<file path="src/rtl/sar_search_8bit_pkg.sv">
// Shared types and constants for the successive-approximation search engine.
package sar_search_8bit_pkg;

  localparam int CMP_WIDTH   = 8;
  localparam int TRIAL_CNT_W = $clog2(CMP_WIDTH + 1);

  typedef enum logic [1:0] {
    ST_IDLE = 2'd0,
    ST_REQ  = 2'd1,
    ST_DONE = 2'd2
  } state_t;

  // A well-formed comparator response has exactly one of greater/equal/less set.
  function automatic logic flags_onehot(input logic g, input logic e, input logic l);
    return (g & ~e & ~l) | (~g & e & ~l) | (~g & ~e & l);
  endfunction

endpackage

</file>
<file path="src/rtl/sar_search_8bit.sv">
// Binary search (MSB first) for the unknown operand on the B side of an
// external magnitude comparator. One trial per handshake, early exit on equal.
module sar_search_8bit
  import sar_search_8bit_pkg::*;
#(
  parameter int WIDTH = CMP_WIDTH
) (
  input  logic                   clk,
  input  logic                   rst,
  input  logic                   start,
  output logic                   busy,
  output logic [WIDTH-1:0]       trial_8,
  output logic                   trial_valid,
  input  logic                   cmp_valid,
  input  logic                   greater_8,
  input  logic                   equal_8,
  input  logic                   less_8,
  output logic                   done,
  output logic [WIDTH-1:0]       result,
  output logic                   found_eq,
  output logic                   err,
  output logic [TRIAL_CNT_W-1:0] trials
);

  localparam int               IDX_W   = $clog2(WIDTH);
  localparam logic [WIDTH-1:0] MSB_ONE = {1'b1, {(WIDTH-1){1'b0}}};
  localparam logic [WIDTH-1:0] LSB_ONE = {{(WIDTH-1){1'b0}}, 1'b1};

  state_t                 r_state;
  state_t                 w_next_state;
  logic [WIDTH-1:0]       r_acc;
  logic [WIDTH-1:0]       r_trial;
  logic [WIDTH-1:0]       r_result;
  logic [IDX_W-1:0]       r_idx;
  logic                   r_found_eq;
  logic                   r_err;
  logic [TRIAL_CNT_W-1:0] r_trials;

  logic                   w_flags_ok;
  logic [WIDTH-1:0]       w_acc_next;
  logic [WIDTH-1:0]       w_next_bit;

  assign w_flags_ok = flags_onehot(greater_8, equal_8, less_8);
  // r_trial is r_acc with the current bit set, so "keep the bit" is just r_trial.
  assign w_acc_next = less_8 ? r_trial : r_acc;
  assign w_next_bit = LSB_ONE << (r_idx - IDX_W'(1));

  // State register.
  // NOTE: sequential state uses non-blocking (<=) so every flop samples pre-edge values.
  always_ff @(posedge clk or posedge rst) begin
    if (rst) r_state <= ST_IDLE;
    else     r_state <= w_next_state;
  end

  // Next-state decode; a search ends on a bad flag set, equality, or the last bit.
  // NOTE: assign defaults first in always_comb so no path leaves a signal unassigned (no latch).
  always_comb begin
    w_next_state = r_state;
    case (r_state)
      ST_IDLE: if (start) w_next_state = ST_REQ;
      ST_REQ: begin
        if (cmp_valid && (!w_flags_ok || equal_8 || r_idx == '0)) w_next_state = ST_DONE;
      end
      ST_DONE: w_next_state = ST_IDLE;
      default: w_next_state = ST_IDLE;
    endcase
  end

  // Search datapath: seed on start, fold each comparator response into the accumulator.
  always_ff @(posedge clk or posedge rst) begin
    if (rst) begin
      r_acc      <= '0;
      r_trial    <= '0;
      r_result   <= '0;
      r_idx      <= '0;
      r_found_eq <= 1'b0;
      r_err      <= 1'b0;
      r_trials   <= '0;
    end else begin
      case (r_state)
        ST_IDLE: begin
          if (start) begin
            r_acc      <= '0;
            r_trial    <= MSB_ONE;
            r_idx      <= IDX_W'(WIDTH - 1);
            r_result   <= '0;
            r_found_eq <= 1'b0;
            r_err      <= 1'b0;
            r_trials   <= '0;
          end
        end
        ST_REQ: begin
          if (cmp_valid) begin
            r_trials <= r_trials + TRIAL_CNT_W'(1);
            if (!w_flags_ok) begin
              r_err    <= 1'b1;
              r_result <= r_acc;
            end else if (equal_8) begin
              r_result   <= r_trial;
              r_found_eq <= 1'b1;
            end else begin
              r_acc <= w_acc_next;
              if (r_idx == '0) begin
                r_result <= w_acc_next;
              end else begin
                r_idx   <= r_idx - IDX_W'(1);
                r_trial <= w_acc_next | w_next_bit;
              end
            end
          end
        end
        default: ;
      endcase
    end
  end

  assign trial_8     = r_trial;
  assign trial_valid = (r_state == ST_REQ);
  assign busy        = (r_state != ST_IDLE);
  assign done        = (r_state == ST_DONE);
  assign result      = r_result;
  assign found_eq    = r_found_eq;
  assign err         = r_err;
  assign trials      = r_trials;

endmodule

</file>
<file path="config.mk">
export PLATFORM = sky130hd
export DESIGN_NAME = sar_search_8bit
export DESIGN_NICKNAME = d
export VERILOG_FILES = /design/src/rtl/sar_search_8bit_pkg.sv /design/src/rtl/sar_search_8bit.sv
export SDC_FILE = /design/constraint.sdc
export NUM_CORES = 1
export LEC_CHECK = 0
export ABC_AREA = 1
export BUFFER_PORTS_ARGS = -buffer_cell sky130_fd_sc_hd__buf_2
export CAP_MARGIN = 20
export CORE_MARGIN = 2
export CORE_UTILIZATION = 50
export CTS_CLUSTER_SIZE = 20
export DETAILED_ROUTE_END_ITERATION = 8
export PLACE_DENSITY = 0.68
export SLEW_MARGIN = 5
export SYNTH_ARGS = -nofsm -noshare
export SYNTH_HDL_FRONTEND = slang
export SYNTH_SLANG_ARGS = --single-unit
</file>
<file path="constraint.sdc">
create_clock -name clk -period 2 [get_ports clk]
set_input_delay 0.3 -clock clk [delete_from_list [all_inputs] [get_ports clk]]
set_output_delay 0.3 -clock clk [all_outputs]
set_load 0.1 [all_outputs]
</file>
* Yosys cells after proc, flatten, opt, wreduce, memory -nomap -nowiden
Index checks and enable logic that the tools add are counted.
** Operators by class
- Add/sub/neg operators :: 2
- Reductions and logical operators :: 15
- Mux-type cells :: 37
- Shift-type cells :: 1
- Equal/unequal tests :: 11
- Bitwise gates (word level) :: 12
** Operators with widths (number)
- $mux 8 :: 14
- $pmux 8 s2 :: 3
- $mux 3 :: 5
- $reduce_and 5->1 :: 2
- $mux 4 :: 2
- $ne 2x1->1 const B :: 4
- $ne 2x2->1 const B :: 4
- $or 8x8->8 :: 1
- $pmux 4 s2 :: 1
- $reduce_and 4->1 :: 2
- $shl 1x3->8 const A :: 1
- $and 1x1->1 :: 6
- $mux 1 :: 6
- $pmux 3 s2 :: 1
- $reduce_and 6->1 :: 1
- $add 4x1->4 const B :: 1
- $mux 2 :: 2
- $ne 4x3->1 const B :: 1
- $pmux 1 s2 :: 2
- $pmux 2 s2 :: 1
- $reduce_bool 2->1 :: 2
- $logic_not 3->1 :: 1
- $not 1->1 :: 3
- $reduce_and 3->1 :: 1
- other kinds (9) :: 11
** Storage, ports and cells
- Output and inout bits :: 25
- Logic and storage cells :: 86
- Register bits :: 35
- Bits of input ports :: 7

* Depth between registers and ports, before layout
- Word-level depth :: 11
- Depth in mapped cells :: 10
- Mapped depth without buffers :: 10

* Least setup slack after synthesis
No wires, ideal clock.
- Kind :: register -> output
- Start :: reg r_state[0]
- End :: out done
- Path slack :: 45 ps
- Buffers on the path :: 0
- Arrival time :: 1655 ps
- Required time :: 1700 ps
- Stages on the path, launching flop included :: 2
- Cells stage by stage :: dfrtp_1 nor2_1
** Between the ends
- Word-level cells in the longest chain between the ends :: 1
** Ends and longest elaborated chain
- from (decl) :: RTL line sar_search_8bit.sv:29 : state_t r_state;
- from (signal assigned) :: RTL line sar_search_8bit.sv:52 : else r_state <= w_next_state;
- $eq 2x2->1 :: RTL line sar_search_8bit.sv:120 : assign done = (r_state == ST_DONE);
- to (decl) :: RTL line sar_search_8bit.sv:18 : output logic done,
No other way between the ends.

* Worst setup path after layout
- Start :: reg r_state[1]
- End :: out trial_valid
** Between the ends
- Word-level cells in the longest chain between the ends :: 1
** Ends and longest elaborated chain
- $eq 2x1->1 :: RTL line sar_search_8bit.sv:118 : assign trial_valid = (r_state == ST_REQ);
- to (decl) :: RTL line sar_search_8bit.sv:13 : output logic trial_valid,
No other way between the ends.

==> metrics.csv <==
metric;value;unit
run status;finished clean;
cts hold-fix bufs;0;
Slew Viols, Final;0;
Post-DP Area;2360;um^2
Hold Vio Cnt, Final;0;
Final GP Congestion;0.876;
Tmin final;1.90;ns
vias in the first global route;1797;
synthesis-stage register bit count;35;
Yosys Warn Count;0;
GRT Util Overall;22.2;%
count of buffers from port buffering;31;
Iter 0 DRT Violations;121;
grt total ovfl;0;
Fin Setup TNS;0;ns
first-pass GRT wire length;8580;um
setup violators final;0;
Tcrit/Tclk final;95.1;%
CTS Buf Count;5;
Clock Skews;0.00315;ns
critical path peak fanout;13;
Syn Area/Cell;7.26;um^2
Initial Util;52.9;%
largest net degree at the start of global routing;36;
Max Cap Viol;0;
Post-Syn Area;2160;um^2
area leader, netlist;dfrtp_1;
root buf cell;clkbuf_8;
Post-CTS Setup Bufs;0;
htree depth;2;
WL final;5040;um
CP Launch Type;register;
Clock transition at path regs;0.07;ns
Row Count;23;
Max Root-Sink Buffers;2;
n_diodes;0;
post-route ant nets;0;
CTS tree;done;
cell area after layout;2440;um^2
Die Span X;69.8;um
routed len/inst;13.2;um
Netlist cell types;24;
cts repair resizes;0;
Nets;345;
ranking of synthesized cells by area;dfrtp_1 (41%), nand2_1 (21%), inv_1 (5.9%);
DRT Pass-1 Iters;5;
measured slew at the worst slew-check pin;0.488;ns
Rel. slew slack;67.7;%
Syn Nets;311;
core area;4090;um^2
clock sink count;35;
area growth from synthesis to layout;13.0;%
Worst Hold Class;in2async;
RSZ-0062 raised after global routing;false;
hold_ws;0.105;ns
share of layout cells above drive strength 1;19.6;%
CP Capture Type;output port;
Die Height;69.8;um
initial antenna violation count;0;
top cell type's share of synthesized area;40.5;%
Clock Latency Late Sink;0.29;ns
Worst EP arrival;1.60;ns
die area;4870;um^2
Setup Crit Path Kind;reg2out;
f_max;526;MHz
vias post-DR;1936;
hpwl dp;3730;um
# DRC;0;
sequential share of the synthesized area;40.5;%
Vias/cell;5.07;
I/O pin total;32;
Cells after Synth;298;
WP data required;1.70;ns
per-layer routing:
metal	part of all wire, %	vias to the layer above	GRT usage [%]	routed length (um)
li1	-	996	-	-
met1	44	864	29.1	2220
met2	47	63	34.5	2350
met3	6.5	13	5.09	328
met4	2.8	0	10.7	143
met5	0	-	0	0
cell usage after synthesis:
master / instances
nor2_4: 1
nand4_1: 8
xor2_1: 3
a21oi_1: 6
inv_4: 1
ha_1: 6
inv_1: 34
o211ai_1: 1
dfrtp_1: 35
nand3_2: 3
o21ai_0: 4
o21ai_2: 5
and2_1: 3
inv_2: 4
buf_6: 5
o21ai_1: 3
nand3_1: 24
nand2_2: 4
nand2_4: 1
nand3_4: 2
buf_2: 4
o21ai_4: 1
nand2_1: 123
nor2_1: 17
through the flow:
stage | setup slack (ns) | utilization [%] | std cells
floorplan | 0.0452 | - | 298
global placement | 0.324 | 57.7 | 375
detailed placement | 0.304 | 57.7 | 375
CTS | 0.0876 | 59.8 | 382
global route | 0.00491 | 59.8 | 382
finish | 0.0972 | 59.8 | 382
cell families after synthesis:
kind of cell               share of synthesized area [%]
xor gates and xnor gates                            1.22
adders and majority gates                           3.47
DFF                                                 40.5
buffers and inverters                               10.4
and+or+nand+nor                                     38.3
AOI/OAI and AO/OA                                   6.13
state kept, by name (all words and copies together), names as in the netlist:
signal and cells:
trials 4, result 8, found_eq 1, trial_8 8
r_idx 3, r_state 2, r_acc 8, err 1
worst max-delay path, stage by stage (launching register included):
cell and delay (ns):
dfrtp_1 0.38, inv_1 0.08, nand2_2 0.19, inv_2 0.29, buf_4 0.20, buf_12 0.17
layout by cell type (no fill, tap or decap), types with 3 or more instances in the layout:
cell type	instances
nand3_1	24
o21ai_1	3
nor2_1	17
buf_4	5
o21ai_0	4
xor2_1	3
and2_1	3
nand2_1	123
nand4_1	8
a21oi_1	6
inv_2	4
o21ai_2	5
clkbuf_8	6
dfrtp_1	35
nand2_2	4
buf_2	30
inv_1	34
ha_1	6
nand3_2	3
final timing paths:
check / startpoint / to / slack (ns) / cells past startpoint
max in group asynchronous: rst / r_state[1]$_DFFE_PP0P_ / 1.59 / 3
min in group clk: cmp_valid / r_state[0]$_DFFE_PP0P_ / 0.27 / 2
worst min-delay path: rst / err$_DFFE_PP0P_ / 0.11 / 3
worst min register to register: found_eq$_DFFE_PP0P_ / found_eq$_DFFE_PP0P_ / 0.48 / 2
worst max register to register: r_idx[0]$_DFFE_PP0P_ / result[4]$_DFFE_PP0P_ / 0.37 / 10
worst max-delay path: r_state[1]$_DFFE_PP0P_ / trial_valid / 0.1 / 5
area by class of cell:
type | instances | area (um^2)
multi-input cells | 215 | 1060
inverters | 39 | 149
fillers | 415 | 1640
clock inverters | 1 | 5.00
well taps | 50 | 62.6
repair buffers | 36 | 208
clock buffers | 6 | 82.6
flip-flops and latches | 35 | 876
Power is not shown: default switching activity piles up to over one toggle a cycle in this logic, so the estimate is an artifact.
